**src/rtl/pc_unit_if.sv**
```systemverilog
// pc_unit_if: fetch-PC control and observation bundle between core/debugger and pc_unit
interface pc_unit_if #(
    parameter int XLEN  = 32,
    parameter int CNT_W = 32
);
    logic             stall;
    logic             reset_stages;
    logic             redirect_valid;
    logic [XLEN-1:0]  redirect_target;
    logic             halt_req;
    logic             resume_req;
    logic             step_req;
    logic             dbg_pc_we;
    logic [XLEN-1:0]  dbg_pc_wdata;
    logic [XLEN-1:0]  pc;
    logic [XLEN-1:0]  pc_plus;
    logic             halted;
    logic             step_done;
    logic [CNT_W-1:0] upd_count;
    logic             misalign_flag;

    modport master (
        output stall, reset_stages, redirect_valid, redirect_target,
               halt_req, resume_req, step_req, dbg_pc_we, dbg_pc_wdata,
        input  pc, pc_plus, halted, step_done, upd_count, misalign_flag
    );

    modport slave (
        input  stall, reset_stages, redirect_valid, redirect_target,
               halt_req, resume_req, step_req, dbg_pc_we, dbg_pc_wdata,
        output pc, pc_plus, halted, step_done, upd_count, misalign_flag
    );
endinterface

```
**src/rtl/pc_unit.sv**
```systemverilog
// pc_unit: fetch PC with stall/flush/redirect, debug run-control FSM and update counter; PC_ALIGN_CHECK_EN traps misaligned targets
module pc_unit #(
    parameter int              XLEN         = 32,
    parameter logic [XLEN-1:0] RESET_VECTOR = XLEN'(32'h0000_0008),
    parameter int              INC_BYTES    = 4,
    parameter int              CNT_W        = 32,
    parameter logic [XLEN-1:0] TRAP_VECTOR  = XLEN'(32'h0000_0004)
) (
    input logic      clk,
    input logic      reset,
    pc_unit_if.slave bus
);
    typedef enum logic [1:0] {RUN, HALTED, STEP} state_t;

    state_t           state_q, state_d;
    logic [XLEN-1:0]  pc_q, pc_d;
    logic [CNT_W-1:0] cnt_q, cnt_d;
    logic             halted_q;
    logic             step_done_q, step_done_d;
    logic             misalign_q, misalign_d;
    logic             adv_en;
    logic             mis_rd;
    logic             mis_dbg;

`ifdef PC_ALIGN_CHECK_EN
    assign mis_rd  = bus.redirect_valid && (bus.redirect_target[1:0] != 2'b00);
    assign mis_dbg = bus.dbg_pc_wdata[1:0] != 2'b00;
`else
    assign mis_rd  = 1'b0;
    assign mis_dbg = 1'b0;
`endif

    assign adv_en = ((state_q == RUN && !bus.halt_req) || state_q == STEP) && !bus.stall;

    // run-control transitions; a flush during STEP consumes the step
    always_comb begin
        state_d     = state_q;
        step_done_d = (state_q == STEP) && (bus.reset_stages || !bus.stall);
        case (state_q)
            RUN:     state_d = bus.halt_req ? HALTED : RUN;
            HALTED:  state_d = bus.step_req ? STEP : ((bus.resume_req && !bus.halt_req) ? RUN : HALTED);
            STEP:    state_d = step_done_d ? HALTED : STEP;
            default: state_d = RUN;
        endcase
    end

    // next PC and counter: flush > debug write while halted > advance
    always_comb begin
        pc_d       = pc_q;
        cnt_d      = cnt_q;
        misalign_d = 1'b0;
        if (bus.reset_stages) begin
            pc_d = RESET_VECTOR;
        end else if (state_q == HALTED && bus.dbg_pc_we) begin
            pc_d       = mis_dbg ? TRAP_VECTOR : bus.dbg_pc_wdata;
            misalign_d = mis_dbg;
        end else if (adv_en) begin
            pc_d       = bus.redirect_valid ? (mis_rd ? TRAP_VECTOR : bus.redirect_target)
                                            : pc_q + XLEN'(INC_BYTES);
            misalign_d = mis_rd;
            cnt_d      = cnt_q + CNT_W'(1);
        end
    end

    // state and output registers
    always_ff @(posedge clk) begin
        if (reset) begin
            state_q     <= RUN;
            pc_q        <= RESET_VECTOR;
            cnt_q       <= '0;
            halted_q    <= 1'b0;
            step_done_q <= 1'b0;
            misalign_q  <= 1'b0;
        end else begin
            state_q     <= state_d;
            pc_q        <= pc_d;
            cnt_q       <= cnt_d;
            halted_q    <= (state_d == HALTED);
            step_done_q <= step_done_d;
            misalign_q  <= misalign_d;
        end
    end

    assign bus.pc            = pc_q;
    assign bus.pc_plus       = pc_q + XLEN'(INC_BYTES);
    assign bus.halted        = halted_q;
    assign bus.step_done     = step_done_q;
    assign bus.upd_count     = cnt_q;
    assign bus.misalign_flag = misalign_q;
endmodule

```
**src/flat_wrapper.sv**
```systemverilog
// flat-port wrapper written by rule: the top's interface ports become plain ports
module pc_unit_flat 
#(
    parameter int              XLEN         = 32,
    parameter logic [XLEN-1:0] RESET_VECTOR = XLEN'(32'h0000_0008),
    parameter int              INC_BYTES    = 4,
    parameter int              CNT_W        = 32,
    parameter logic [XLEN-1:0] TRAP_VECTOR  = XLEN'(32'h0000_0004)
)
  (clk, reset, bus_stall, bus_reset_stages, bus_redirect_valid, bus_redirect_target, bus_halt_req, bus_resume_req, bus_step_req, bus_dbg_pc_we, bus_dbg_pc_wdata, bus_pc, bus_pc_plus, bus_halted, bus_step_done, bus_upd_count, bus_misalign_flag);
  pc_unit_if #(.XLEN(XLEN), .CNT_W(CNT_W)) bus_i ();
  input logic clk;
  input logic reset;
  input wire logic [$bits(bus_i.stall)-1:0] bus_stall;
  input wire logic [$bits(bus_i.reset_stages)-1:0] bus_reset_stages;
  input wire logic [$bits(bus_i.redirect_valid)-1:0] bus_redirect_valid;
  input wire logic [$bits(bus_i.redirect_target)-1:0] bus_redirect_target;
  input wire logic [$bits(bus_i.halt_req)-1:0] bus_halt_req;
  input wire logic [$bits(bus_i.resume_req)-1:0] bus_resume_req;
  input wire logic [$bits(bus_i.step_req)-1:0] bus_step_req;
  input wire logic [$bits(bus_i.dbg_pc_we)-1:0] bus_dbg_pc_we;
  input wire logic [$bits(bus_i.dbg_pc_wdata)-1:0] bus_dbg_pc_wdata;
  output wire logic [$bits(bus_i.pc)-1:0] bus_pc;
  output wire logic [$bits(bus_i.pc_plus)-1:0] bus_pc_plus;
  output wire logic [$bits(bus_i.halted)-1:0] bus_halted;
  output wire logic [$bits(bus_i.step_done)-1:0] bus_step_done;
  output wire logic [$bits(bus_i.upd_count)-1:0] bus_upd_count;
  output wire logic [$bits(bus_i.misalign_flag)-1:0] bus_misalign_flag;
  assign bus_i.stall = bus_stall;
  assign bus_i.reset_stages = bus_reset_stages;
  assign bus_i.redirect_valid = bus_redirect_valid;
  assign bus_i.redirect_target = bus_redirect_target;
  assign bus_i.halt_req = bus_halt_req;
  assign bus_i.resume_req = bus_resume_req;
  assign bus_i.step_req = bus_step_req;
  assign bus_i.dbg_pc_we = bus_dbg_pc_we;
  assign bus_i.dbg_pc_wdata = bus_dbg_pc_wdata;
  assign bus_pc = bus_i.pc;
  assign bus_pc_plus = bus_i.pc_plus;
  assign bus_halted = bus_i.halted;
  assign bus_step_done = bus_i.step_done;
  assign bus_upd_count = bus_i.upd_count;
  assign bus_misalign_flag = bus_i.misalign_flag;
  pc_unit #(.XLEN(XLEN), .RESET_VECTOR(RESET_VECTOR), .INC_BYTES(INC_BYTES), .CNT_W(CNT_W), .TRAP_VECTOR(TRAP_VECTOR)) u_core (.clk(clk), .reset(reset), .bus(bus_i));
endmodule
```
**config.mk**
```make
export PLATFORM = sky130hd
export DESIGN_NAME = pc_unit_flat
export DESIGN_NICKNAME = d
export VERILOG_FILES = /design/src/rtl/pc_unit_if.sv /design/src/rtl/pc_unit.sv /design/src/flat_wrapper.sv
export SDC_FILE = /design/constraint.sdc
export NUM_CORES = 1
export LEC_CHECK = 0
export CORE_UTILIZATION = 30
export CTS_BUF_LIST = sky130_fd_sc_hd__clkbuf_8
export DETAILED_ROUTE_END_ITERATION = 16
export PLACE_DENSITY = 0.7
export SLEW_MARGIN = 20
export SYNTH_ARGS = -nofsm -noshare
export SYNTH_HDL_FRONTEND = slang
export SYNTH_SLANG_ARGS = --single-unit
```
**constraint.sdc**
```tcl
create_clock -name clk -period 2.7 [get_ports clk]
set_clock_uncertainty 0.15 [all_clocks]
set_input_delay 0.54 -clock clk [delete_from_list [all_inputs] [get_ports clk]]
set_output_delay 0.54 -clock clk [all_outputs]
set_load 0.02 [all_outputs]
```
# ---- After elaboration in Yosys (flattened, before gate mapping)
# Cells that the tools add are included.
dict set report totals {
  in_bits 73
  ff_bits 68
  output_inout_bits 99
  elab_cells 33
}
dict set report classes {
  n_eq_ne 3
  bitwise_logic 2
  mux 8
  reduce_logical 13
  add_sub_neg 2
}
# operator n
set op_table {}
lappend op_table {{$mux 32} 3}
lappend op_table {{$add 32x1->32 const B} 1}
lappend op_table {{$add 32x3->32 const B} 1}
lappend op_table {{$pmux 2 s3} 1}
lappend op_table {{$logic_and 1x1->1} 5}
lappend op_table {{$eq 2x1->1 const B} 2}
lappend op_table {{$mux 2} 2}
lappend op_table {{$reduce_and 3->1} 1}
lappend op_table {{$eq 2x2->1 const B} 1}
lappend op_table {{$logic_not 1->1} 2}
lappend op_table {{$logic_not 2->1} 1}
lappend op_table {{$logic_or 1x1->1} 2}
lappend op_table {{$mux 1} 2}
lappend op_table {{$not 1->1} 2}
lappend op_table {{$reduce_bool 2->1} 1}
lappend op_table {{$reduce_or 2->1} 1}

# ---- Depth between registers and ports, before layout
dict set report depth {
  ltp_word 6
  mapped_depth 7
  mapped_depth_nobuf 6
}

# ---- Worst setup path after synthesis
# No wires, ideal clock.
dict set report synth_path {
  path_kind {reg2out}
  from {register u_core.pc_q[2], in the netlist u_core.bus.pc[2]}
  to {output port bus_pc_plus[24]}
  path_slack_ns 0.035
  stages_incl_launch_ff 7
  path_buffers 1
  required_ns 2.010
  arrival_time_ns 1.975
  cell_sequence {dfxtp_1 ha_1 and3_1 clkbuf_1 nand3_1 o31a_1 or2_2}
}
dict set report synth_between {
  elab_chain_len 1
}
# element line
set synth_rtl {}
lappend synth_rtl {{start, declared} pc_unit.sv:16} ;# logic [XLEN-1:0] pc_q, pc_d;
lappend synth_rtl {{start signal, assigned} pc_unit.sv:76} ;# pc_q <= pc_d;
lappend synth_rtl {{$add 32x3->32} pc_unit.sv:85} ;# assign bus.pc_plus = pc_q + XLEN'(INC_BYTES);
lappend synth_rtl {{end, declared} flat_wrapper.sv:24} ;# output wire logic [$bits(bus_i.pc_plus)-1:0] bus_pc_plus;
# No other way between the ends.

# ---- Worst setup path in the final report
dict set report layout_path {
  from {register u_core.pc_q[14], in the netlist u_core.bus.pc[14]}
  to {output port bus_pc_plus[25]}
}
# Same word-level chain as after synthesis.

==> out/summary.md <==
The total overflow left after global routing is 0. The run gives 0 as the total count of max-transition violations in the final report. For the routability congestion estimate from global placement, the log shows 0.8964. The synthesized netlist cell count was 508; the TritonCTS sink count was 68. 0 antenna diodes ended up in the layout. The static power due to leakage is 2.541 nW. The flow ran to the end, but the final reports show violations. Largest vdd supply drop: 0.0002803 V.

The number of different library cells in the post-synthesis netlist came out at 50. Of the available clock period, the critical path in the final layout requires 100.3%. For the worst flop-to-flop path, the logic depth is 5. The mean instance size in the synthesized netlist works out to 7.845 um2. The run gives 0 as the max-cap check violation count. For the total nets after synthesis, the log shows 583.

The setup slack of the worst register-to-register path was 0.50 ns. The logs give 22.98% for the total track usage and 59.63% for the worst slew margin relative to its limit. The worst-case clock buffer depth came out at 2.

The number of global-route vias before repair is 4,730. The H-tree was split into 3 levels. The floorplan step defined a die boundary enclosing 13,750 um2. The core region is 12,770 um2. The layout filler cell count was 1,175. After layout, the minimum clock period comes to 2.709 ns.

The run gives 0 as the initial antenna violation count. The buffer cell driving the clock tree root is sky130_fd_sc_hd__clkbuf_8. The worst hold path cell count was 2.

The primary flip-flop cell chosen by synthesis mapping is sky130_fd_sc_hd__dfxtp_1. For the hold violation count in the final report, the log shows 0. The total power per unit cell area works out to 366.1 nW/um2. For the worst setup path, the data required time is 2.01 ns. In this run the count of I/O pins placed on the die edge is 172. The post-synth design cell area is 3985 um2. The overall die height is 117.3 um, and the worst path arrival time is 2.02 ns. The logs give 11,930 um for the half-perimeter wire length after detailed placement and -0.2167 ns for the post-place setup slack. The mean number of vias per cell works out to 5.317. The first global-routing pass estimated 24,010 um of wire.

For the row count, the log shows 41. For the pin with the worst max-slew slack, the measured transition is 0.6042 ns. The tools report the net total in the final layout as 813. For this run, the slowest stage of the critical path takes 0.36 ns. In the final layout, the share of cells above drive strength 1 is 24.63%. For this run, the detailed router's first-pass iteration total came to 6.

Clock latency on the worst-skew pair, taken at its later pin, is 0.35 ns. The number of buffers inserted by port buffering is 170. STA classifies the critical path endpoint as an output port.

The overall power consumption came out at 2.501 mW. The critical path is of the reg2out type. In the synthesized netlist the async set-or-reset flop fraction comes to 0%. The area added between synthesis and finish is 71.43%. The clock slew at the register clock pins of the worst setup and hold paths came out at 0.08 ns.

Total CTS buffers: 9. Counting buffers and inverters, the worst setup path is 6 cells deep. The via total after detailed routing is 4,865, and the width of the chip is 117.3 um.

Of all nets on the critical path, the largest fanout is 4. The run gives 16,210 um as the post-detailed-routing wire length. TritonCTS built the clock tree. Remaining antenna violation count: 0. Register bit count reported by yosys: 68.

Walking the worst path, the cells encountered are and4_4, nand4_1, buf_4, o31a_1, or2_2, buf_4. Counting flops with a built-in enable in the synthesized netlist gives 0. The final worst-path setup slack came out at -0.009126 ns. The final reports fail on setup timing. The tools report the maximum number of pins on one net before global-route repair as 37. The tools report the post-route cell area as 6832 um2. The min-delay analysis places its worst path in the category reg2reg. Setup repair after global routing could not meet its margin everywhere.

By instance count, the cell type seen most on the critical path is sky130_fd_sc_hd__buf_4. Initial core utilization: 31.20%. STA classifies the critical path startpoint as a flip-flop. The placed instance area is 6289 um2. The leading cell type in the layout, fill and taps excluded was sky130_fd_sc_hd__clkdlybuf4s50_1.

Detailed-route DRC error count: 0. The critical path contains buffers and inverters numbering 2 combined. The per-cell routed wire length was 17.72 um; the warning count from the yosys run was 0.

The tools report the sequential fraction of the synthesis area as 34.16%. The kind of cell with the highest combined delay on the critical path was simple AND/OR/NAND/NOR gates. The library cells used most frequently in the layout, excluding fill and tap cells, are 142 x sky130_fd_sc_hd__clkdlybuf4s50_1, 84 x sky130_fd_sc_hd__buf_4, 53 x sky130_fd_sc_hd__dfxtp_1.

In this run, the number of DRC markers left after iteration 0 of detailed routing was 316. Among all stages on the critical path, the largest delay is contributed by sky130_fd_sc_hd__dfxtp_2. Setup violations remaining at the end of the flow were counted as 4.

Static timing analysis puts the maximum clock frequency at 369.1 MHz.
==> synth_stat cells (all sizes together) (15+ instances only) <==
library cell | count | area (um2)
a21oi | 22 | 110.1
o21ai | 20 | 100.1
nor4 | 21 | 131.4
nor2 | 47 | 181.4
inv | 17 | 63.81
clkbuf | 25 | 95.09
nand2 | 40 | 150.1
nor3 | 15 | 75.07
nand4 | 19 | 118.9
nand3 | 27 | 135.1
xnor2 | 38 | 332.8
dfxtp | 68 | 1361
==> metal layers <==
layer	part of all wire, %	up-vias	track usage [%]
met5	0	-	0
met4	1.5	0	6.160
met3	8.2	25	6.694
met2	51	203	41.84
met1	39	2324	26.02
li1	-	2313	-
==> registers in the layout (all words and copies together), names as in the netlist <==
register,count
u_core.bus.pc,32
u_core.bus.upd_count,32
u_core.bus.halted,1
u_core.state_q,2
u_core.bus.step_done,1
==> layout make-up <==
class	instances	area, um2	area share [%]
inverters	17	63.81	0.9341
flip-flops and latches	68	1385	20.27
multi-input cells	385	2613	38.24
clock inverters	6	87.58	1.282
clock buffers	10	137.6	2.015
repair buffers	257	2330	34.10
well taps	172	215.2	3.150
==> power breakdown <==
group / internal (mW) / switching (mW) / leakage (nW) / total [mW]
clock: 0.545 / 0.413 / 0.116 / 0.958
sequential: 1.02 / 0.0234 / 0.557 / 1.05
combinational: 0.253 / 0.243 / 1.87 / 0.496
total: 1.82 / 0.679 / 2.54 / 2.50
==> worst min-delay path, stage by stage, from the launching register on <==
cell,delay (ns)
sky130_fd_sc_hd__dfxtp_1,0.33
sky130_fd_sc_hd__o21ai_0,0.07
sky130_fd_sc_hd__a21oi_1,0.06
==> through the flow <==
stage | setup TNS (ns) | hold slack [ns] | instances | utilization, %
detailed placement | -1.241 | 0.3472 | 885 | 49.23
finish | -0.01488 | 0.3492 | 915 | 53.48
global route | -0.6964 | 0.3824 | 915 | 53.48
CTS | -0.3043 | 0.3589 | 907 | 51.69
global placement | -0.6655 | 0.3251 | 885 | 49.23
floorplan | 0 | 0.3377 | 508 | -
==> path summary, 6_finish.rpt <==
check / startpoint / endpoint
worst max-delay path: u_core.bus.pc[14] / bus_pc_plus[25]
worst min-delay path: u_core.bus.upd_count[31] / u_core.bus.upd_count[31]
worst max register to register: u_core.bus.upd_count[10] / u_core.bus.upd_count[29]
worst min register to register: u_core.bus.upd_count[31] / u_core.bus.upd_count[31]
==> kinds of logic after synthesis <==
family                     share of synthesized area [%]
AOI/OAI and AO/OA                                  17.93
adders and majority gates                         0.6278
muxes                                              1.790
and+or+nand+nor                                    29.32
buffers and inverters                              5.746
other                                            0.09410
DFF                                                34.16
xor gates and xnor gates                           10.33
==> what timing repair did <==
| item | CTS | global route |
|---|---|---|
| resized for setup | 112 | 57 |
| cloned | 0 | 0 |
| pin swaps | 12 | 17 |
| hold buffers | 0 | 0 |
| setup endpoints to repair | 26 | 19 |
| setup buffers | 6 | 9 |
Note: power is estimated with default switching activity, not from simulation.
